--- src/rtl/tone_detector.sv ---
// Square-wave tone detector: measures half-periods of SPK_IN and reports the matching note code.
// Define TONE_DEGLITCH_EN to add a 4-cycle glitch filter after the synchronizer (+3 clocks latency).
module tone_detector #(
  parameter int unsigned TOL     = 64,
  parameter int unsigned STABLE  = 3,
  parameter int unsigned TIMEOUT = 40000
) (
  input  logic        CLK,
  input  logic        RESET,
  input  logic        SPK_IN,
  output logic [3:0]  NOTE,
  output logic        NOTE_VALID,
  output logic        NOTE_STROBE,
  output logic [15:0] PERIOD
);

  localparam logic [15:0]        TimeoutCnt = 16'(TIMEOUT);
  localparam logic [2:0]         StableCnt  = 3'(STABLE);
  localparam logic signed [16:0] TolS       = $signed(17'(TOL));

  function automatic logic [15:0] nominal(input logic [3:0] code);
    case (code)
      4'd1:    nominal = 16'd32121;
      4'd2:    nominal = 16'd28601;
      4'd3:    nominal = 16'd26841;
      4'd4:    nominal = 16'd23761;
      4'd5:    nominal = 16'd21121;
      4'd6:    nominal = 16'd20241;
      4'd7:    nominal = 16'd18041;
      4'd8:    nominal = 16'd16061;
      4'd9:    nominal = 16'd14301;
      default: nominal = 16'd0;
    endcase
  endfunction

  // Table entries are >= 880 clocks apart, so at most one code can fall inside the window.
  function automatic logic [3:0] match_code(input logic [15:0] h);
    logic signed [16:0] diff;
    match_code = 4'd0;
    for (int c = 1; c <= 9; c++) begin
      diff = $signed({1'b0, h}) - $signed({1'b0, nominal(4'(c))});
      if (diff <= TolS && diff >= -TolS) match_code = 4'(c);
    end
  endfunction

  logic        sync1_q, sync2_q, lvl_q;
  logic        edge_seen, timeout;
  logic [15:0] cnt_q, cnt_d;
  logic        armed_q, armed_d;
  logic        meas_q, meas_d;
  logic [3:0]  m_q, m_d;
  logic [15:0] period_q, period_d;
  logic [2:0]  stab_q, stab_d;
  logic [3:0]  prev_m_q, prev_m_d;
  logic        upd_q;
  logic [3:0]  note_q, note_d;
  logic        valid_q, valid_d;
  logic        strobe_q, strobe_d;

  always_ff @(posedge CLK or negedge RESET) begin
    if (!RESET) begin
      sync1_q <= 1'b0;
      sync2_q <= 1'b0;
    end else begin
      sync1_q <= SPK_IN;
      sync2_q <= sync1_q;
    end
  end

`ifdef TONE_DEGLITCH_EN
  logic [1:0] run_q;

  // Accept a new level only once it has differed from the accepted level for 4 cycles.
  assign edge_seen = (sync2_q != lvl_q) && (run_q == 2'd3);

  always_ff @(posedge CLK or negedge RESET) begin
    if (!RESET) begin
      lvl_q <= 1'b0;
      run_q <= 2'd0;
    end else if (sync2_q != lvl_q) begin
      if (run_q == 2'd3) begin
        lvl_q <= sync2_q;
        run_q <= 2'd0;
      end else begin
        run_q <= run_q + 2'd1;
      end
    end else begin
      run_q <= 2'd0;
    end
  end
`else
  assign edge_seen = (sync2_q != lvl_q);

  always_ff @(posedge CLK or negedge RESET) begin
    if (!RESET) lvl_q <= 1'b0;
    else        lvl_q <= sync2_q;
  end
`endif

  // An edge in the timeout cycle wins over the timeout.
  assign timeout = (cnt_q == TimeoutCnt) && !edge_seen;

  // Capture stage: half-period counter, arming and measurement.
  always_comb begin
    cnt_d    = cnt_q;
    armed_d  = armed_q;
    meas_d   = 1'b0;
    m_d      = m_q;
    period_d = period_q;
    if (edge_seen) begin
      cnt_d   = 16'd1;
      armed_d = 1'b1;
      if (armed_q && (cnt_q < TimeoutCnt)) begin
        meas_d   = 1'b1;
        m_d      = match_code(cnt_q);
        period_d = cnt_q;
      end
    end else begin
      if (cnt_q != 16'hffff) cnt_d = cnt_q + 16'd1;
      if (timeout) armed_d = 1'b0;
    end
  end

  // Stability stage.
  always_comb begin
    stab_d   = stab_q;
    prev_m_d = prev_m_q;
    if (timeout) begin
      stab_d   = 3'd0;
      prev_m_d = 4'd0;
    end else if (meas_q) begin
      prev_m_d = m_q;
      if (m_q == 4'd0)           stab_d = 3'd0;
      else if (m_q != prev_m_q)  stab_d = 3'd1;
      else if (stab_q != StableCnt) stab_d = stab_q + 3'd1;
    end
  end

  // Output stage.
  always_comb begin
    note_d   = note_q;
    valid_d  = valid_q;
    strobe_d = 1'b0;
    if (timeout) begin
      note_d   = 4'd0;
      valid_d  = 1'b0;
      strobe_d = valid_q;
    end else if (upd_q && (stab_q == StableCnt) && (prev_m_q != note_q)) begin
      note_d   = prev_m_q;
      valid_d  = 1'b1;
      strobe_d = 1'b1;
    end
  end

  always_ff @(posedge CLK or negedge RESET) begin
    if (!RESET) begin
      cnt_q    <= 16'd0;
      armed_q  <= 1'b0;
      meas_q   <= 1'b0;
      m_q      <= 4'd0;
      period_q <= 16'd0;
      stab_q   <= 3'd0;
      prev_m_q <= 4'd0;
      upd_q    <= 1'b0;
      note_q   <= 4'd0;
      valid_q  <= 1'b0;
      strobe_q <= 1'b0;
    end else begin
      cnt_q    <= cnt_d;
      armed_q  <= armed_d;
      meas_q   <= meas_d;
      m_q      <= m_d;
      period_q <= period_d;
      stab_q   <= stab_d;
      prev_m_q <= prev_m_d;
      upd_q    <= meas_q && !timeout;
      note_q   <= note_d;
      valid_q  <= valid_d;
      strobe_q <= strobe_d;
    end
  end

  assign NOTE        = note_q;
  assign NOTE_VALID  = valid_q;
  assign NOTE_STROBE = strobe_q;
  assign PERIOD      = period_q;

endmodule

--- config.mk ---
export PLATFORM = sky130hd
export DESIGN_NAME = tone_detector
export DESIGN_NICKNAME = d
export VERILOG_FILES = /design/src/rtl/tone_detector.sv
export SDC_FILE = /design/constraint.sdc
export NUM_CORES = 1
export LEC_CHECK = 0
export ABC_CLOCK_PERIOD_IN_PS = 9400
export CAP_MARGIN = 20
export CORE_ASPECT_RATIO = 0.6
export CORE_UTILIZATION = 47
export CTS_BUF_LIST = sky130_fd_sc_hd__clkbuf_2 sky130_fd_sc_hd__clkbuf_4 sky130_fd_sc_hd__clkbuf_8
export CTS_CLUSTER_SIZE = 28
export DETAILED_ROUTE_END_ITERATION = 12
export HOLD_SLACK_MARGIN = 0.08
export PLACE_DENSITY_LB_ADDON = 0.1
export RECOVER_POWER = 100
export SYNTH_ARGS = -nofsm -noshare
export SYNTH_HDL_FRONTEND = slang
export SYNTH_SLANG_ARGS = --single-unit
export TNS_END_PERCENT = 1
--- constraint.sdc ---
create_clock -name CLK -period 9.4 [get_ports CLK]
set_input_delay 1.41 -clock CLK [delete_from_list [all_inputs] [get_ports CLK]]
set_output_delay 1.41 -clock CLK [all_outputs]
set_load 0.02 [all_outputs]
Yosys cells after proc, flatten, opt, wreduce, memory -nomap -nowiden:

Index checks and enable logic that the tools add are counted.

* eq/ne operators: 7
* magnitude comparators: 19
* reduce and logical (&&, ||, !) cells: 24
* add/sub/neg operators: 11
* multiplexer cells: 46

Operators by type and width (number)
* 2-to-1 mux 16 bit: 20
* >= comparator 17 x 7 -> 1 bit, second input constant: 9
* less-or-equal comparator 17 x 8 -> 1 bit, second input constant: 9
* subtractor 16 x 16 -> 17 bit: 9
* 2-to-1 mux 4 bit: 12
* adder 16 x 1 -> 16 bit, second input constant: 1
* == test 16 bit, second input constant: 1
* < comparator 16 bit, second input constant: 1
* inequality test 16 bit, second input constant: 1
* 2-to-1 mux 3 bit: 5
* logical AND 1 bit: 14
* 2-to-1 mux 1 bit: 9
* inequality test 4 bit: 2
* nonzero test 2 bit: 4
* logical NOT 4 bit: 1
* AND reduction 2 bit: 2
* nonzero test 4 bit: 1
* adder 3 x 1 -> 3 bit, second input constant: 1
* == test 3 x 2 -> 1 bit, second input constant: 1
* inequality test 3 x 2 -> 1 bit, second input constant: 1
* logical NOT 1 bit: 2
* inequality test 1 bit: 1

* word-level logic and storage cells: 121
* output and inout port bits: 22
* flip-flop bits (word level): 55

Depth between registers and ports, before layout:

* depth after elaboration: 16
* gate-level depth with buffers: 14
* depth with buffers taken out: 10

Least setup slack after synthesis:

No wires, ideal clock.

* kind: flip-flop to flip-flop
* start: register cnt_q[0]
* end: register m_q[1]
* setup slack: 6341 ps
* data arrival time: 2981 ps
* cell stages (with the launch flop): 13
* required time: 9323 ps
* clock period less this slack: 3059 ps
* cells stage by stage: dfrtp_1 buf_2 clkbuf_1 inv_1 ha_1 nor2b_1 nor2_1 xnor2_1 o221ai_1 or4_1 a2111oi_2 a2111oi_1 a21oi_1

* cells in the longest elaborated chain, start to end: 11

Ends and longest elaborated chain
* start: declaration: line 48 `logic [15:0] cnt_q, cnt_d;`
* start signal: assignment: line 169 `cnt_q <= cnt_d;`
* subtractor 16 x 16 -> 17 bit: line 41 `diff = $signed({1'b0, h}) - $signed({1'b0, nominal(4'(c))});`
* less-or-equal comparator 17 x 8 -> 1 bit / >= comparator 17 x 7 -> 1 bit (equally long branches): line 42 `if (diff <= TolS && diff >= -TolS) match_code = 4'(c);`
* logical AND 1 bit: line 42
* 2-to-1 mux 4 bit (8 in series): line 42
* end signal: assignment: line 172 `m_q <= m_d;`
* end: declaration: line 51 `logic [3:0] m_q, m_d;`

Parallel ways exist; a longest one is shown, timed or not.
A chain may end at the register's enable or synchronous reset.

Worst setup path in the final report:

* start: register cnt_q[1]
* end: register m_q[1]

The elaborated chain is that of the path after synthesis.

==> summary.txt <==
Place
  • Post-DP Area: 5760 sq um
  • Gpl congestion: 0.944
  • Detailed Place HPWL: around 13 mm
  • Placed cells: 836
  • Port Buf Inserts: 24

Floorplan
  • DIE WIDTH: 142 um
  • Full die area: 12200 sq um
  • Initial Utilization: 48.5%
  • Core Area: 11400 sq um
  • Die Y: around 86 um
  • Row count: 30
  • # IOs: 25

Critical path
  • Top delay family on crit path: compound AO/OA/AOI/OAI gates
  • Worst setup EP type: register
  • Worst Setup EP: m_q[1]$_DFFE_PN0P_
  • Worst setup SP type: register
  • CP Depth: 10
  • Worst Path Max Fanout: 26
  • Worst R2R Setup Slack: 4820 ps
  • Worst setup path category: reg -> reg
  • Reg-to-reg endpoint: m_q[1]$_DFFE_PN0P_
  • Crit-path slowest cell: a21oi_1
  • Crit path arrival time: 4770 ps
  • WP data required: 9590 ps
  • Reg2reg path depth: 10
  • Launch point of the worst path: cnt_q[1]$_DFFE_PN0P_
  • Buf/Inv on CP: 1
  • CP dominant cell by count: a21oi_1
  • Worst stage delay on the critical path: 890 ps
  • RR Startpoint: cnt_q[1]$_DFFE_PN0P_
  • Cells along the critical path: inv_1 > ha_1 > or3b_1 > a21oi_1 > a21oi_1 > a211o_1 > a32oi_1 > nor3_1 > nor3_1 > a21oi_1

Clock network
  • CTS sink count: 55
  • CTS Root Cell: clkbuf_8
  • Post-CTS Setup Inserts: 0
  • Post-CTS sizing: 0
  • Total CTS buffers: 5
  • H-tree depth: 2
  • Maximum root-to-sink buffer count: 2
  • Clock Latency Late Sink: between 300 and 400 ps
  • Worst-path clk slew: 120 ps
  • Hold Buf Count CTS: 0
  • TritonCTS clock tree: done

Job
  • Max-cap violations: 2

Timing
  • FMAX: around 220 MHz
  • # setup viols final: 0
  • Final hold violations: 0
  • Clock Skews: roughly 9.4 ps
  • RSZ-0062 raised after global routing: no
  • Slew margin rel.: -107%
  • Worst slew pin tran: ~3100 ps
  • Fin Setup TNS: 0 ps
  • Period minus WS final: 4580 ps
  • Final Cycle Share: 48.7%
  • Final Max Tran Viols: between 80 and 90

Logic synthesis
  • Synth Instances: 705
  • Post-synth top area share: about a quarter
  • Share of flip-flops with an asynchronous set or reset: 100%
  • Post-synth top area cell: dfrtp_1
  • Syn_area_per_cell: 7.83 sq um
  • Number of synthesized flops with an enable pin: 0
  • Syn Nets: 714
  • Post-Syn Area: 5520 sq um
  • Predominant post-synthesis flop cell: dfrtp_1
  • FF+latch count, synth: 55
  • Cell variety after synth: 80
  • Post-synthesis sequential area ratio: 24.9%
  • Yosys warns: 0
  • Synth area leaders: dfrtp_1 25%, xnor2_1 8.4%, nor2_1 5.2%, mux2_2 3.9%, a21oi_1 3.8%

Cells and area
  • Commonest non-fill, non-tap cell in the layout: nor2_1
  • Finished Core Util: 51.4%
  • Nets: approximately 700
  • Share of cells above drive strength 1: 8.48%
  • Finished Layout Cells: about 840
  • Most frequent cells in the layout: 76 x nor2_1, 55 x dfrtp_1, 53 x xnor2_1
  • Diodes inserted: 0
  • Post-route cell area: 5850 sq um
  • Filler Cells Inserted: 1152
  • Area Overhead vs Synth: 5.96%

Worst hold path
  • Worst Hold Depth: 0
  • Worst Hold Class: reg -> reg

GRT
  • First-pass GRT wire length: 29.1 mm
  • Vias in the first global route: 4890
  • Overall Global Routing Usage: 31.2%
  • Largest net degree at the start of global routing: 56
  • Number of antenna violations at the first check in global routing: 0
  • Global route overflow: 0

Power
  • Peak VDD IR: 0.0540 mV
  • Total power: 0.642 mW
  • Pwr dens: 110 nW/um^2
  • Leakage: between 2 and 2.5 nW

Detailed routing
  • Remaining DRCs: 0
  • Wirelength, routed: around 19 mm
  • Via-per-instance ratio: 6.65
  • Total number of vias: 5612
  • DR iter-0 viols: 714
  • Antenna Nets Post-Route: 0
  • WL per Instance: 22.2 um
  • DR pass1 iterations: 6

Status
  • Status: complete, but fails checks
  • Violated checks: max-capacitance violations, max-slew violations
-- cells in the mapped netlist (3+ instances only) --
master and n:
xnor2_1 53, o311a_1 3, and3_1 7, nand2b_1 10, o21ai_1 4, nor2_1 76, nor3_1 25, mux2i_1 16
o32ai_1 4, or3_1 6, a41oi_1 6, o22ai_1 5, a31oi_1 13, mux2_2 19, or4_1 5, nand2_1 52
buf_1 12, o211a_1 3, o21ai_0 31, o31ai_1 4, o211ai_1 6, nor4_1 9, or2_2 3, ha_1 6
o31a_1 3, inv_1 15, xor2_1 12, a211o_1 5, dfrtp_1 55, a22oi_1 3, buf_6 4, a21o_1 4
and2_1 7, nand4_1 16, a221oi_1 3, a21oi_1 42, clkbuf_1 31, o41ai_1 3, buf_2 21, a211oi_1 7
nor2b_1 14, nand3_1 28, nand4b_1 6
-- through the flow --
stage | worst slack, ps | hold slack, ps
2_1_floorplan | 6340 | 331
3_3_place_gp | 5490 | 340
3_5_place_dp | 5320 | 336
4_1_cts | 5300 | 376
5_1_grt | 4520 | 383
6_report | 4820 | 375
-- sequential cells by signal, indices dropped and copies added, names as in the netlist --
signal,flops
prev_m_q,4
PERIOD,16
lvl_q,1
NOTE_STROBE,1
m_q,4
sync1_q,1
armed_q,1
stab_q,3
cnt_q,16
NOTE,4
sync2_q,1
upd_q,1
meas_q,1
NOTE_VALID,1
-- worst min path at each step --
| stage | startpoint | endpoint | slack [ps] |
|---|---|---|---|
| after global routing | sync1_q$_DFF_PN0_ | sync2_q$_DFF_PN0_ | 380 |
| after global placement | sync1_q$_DFF_PN0_ | sync2_q$_DFF_PN0_ | 340 |
| after CTS | sync1_q$_DFF_PN0_ | sync2_q$_DFF_PN0_ | 380 |
| after detailed placement | sync1_q$_DFF_PN0_ | sync2_q$_DFF_PN0_ | 340 |
| after floorplan | sync1_q$_DFF_PN0_ | sync2_q$_DFF_PN0_ | 330 |
| final | sync1_q$_DFF_PN0_ | sync2_q$_DFF_PN0_ | 370 |
-- where the power goes --
part | leakage, nW | switching, mW | internal [mW]
combinational | 1.31 | 0.105 | 0.0647
clock | 0.0548 | 0.0943 | 0.0806
sequential | 0.729 | 0.0391 | 0.258
-- cell type report --
class | count | area (sq um) | share of cell area [%]
clock buffer | 5 | 68.8 | 1.18
clock inverter | 3 | 46.3 | 0.792
inverter | 15 | 56.3 | 0.963
multi-input combinational | 565 | 3750 | 64.2
sequential | 55 | 1380 | 23.5
tap | 160 | 200 | 3.42
timing repair buffer | 41 | 348 | 5.95
-- kinds of logic (layout without fill, tap and decap cells) --
logic type / count (synthesis) / in the layout / share of synthesized area (%)
AND/OR/NAND/NOR: 280 / 280 / 25.9
XOR/XNOR: 65 / 65 / 10.3
buffers and inverters: 85 / 64 / 6.94
flip-flops: 55 / 55 / 24.9
multiplexers: 35 / 35 / 6.78
adder cells (fa/ha/maj): 6 / 6 / 1.36
AO/OA/AOI/OAI: 179 / 179 / 23.8
-- metal layers --
metal / GRT usage (%) / part of all wire, %
met1: 48.5 / 47
met5: 0 / 0
met3: 6.64 / 12
met2: 43.1 / 40
met4: 6.26 / 1.1
Power figures use the tool's default switching activity.
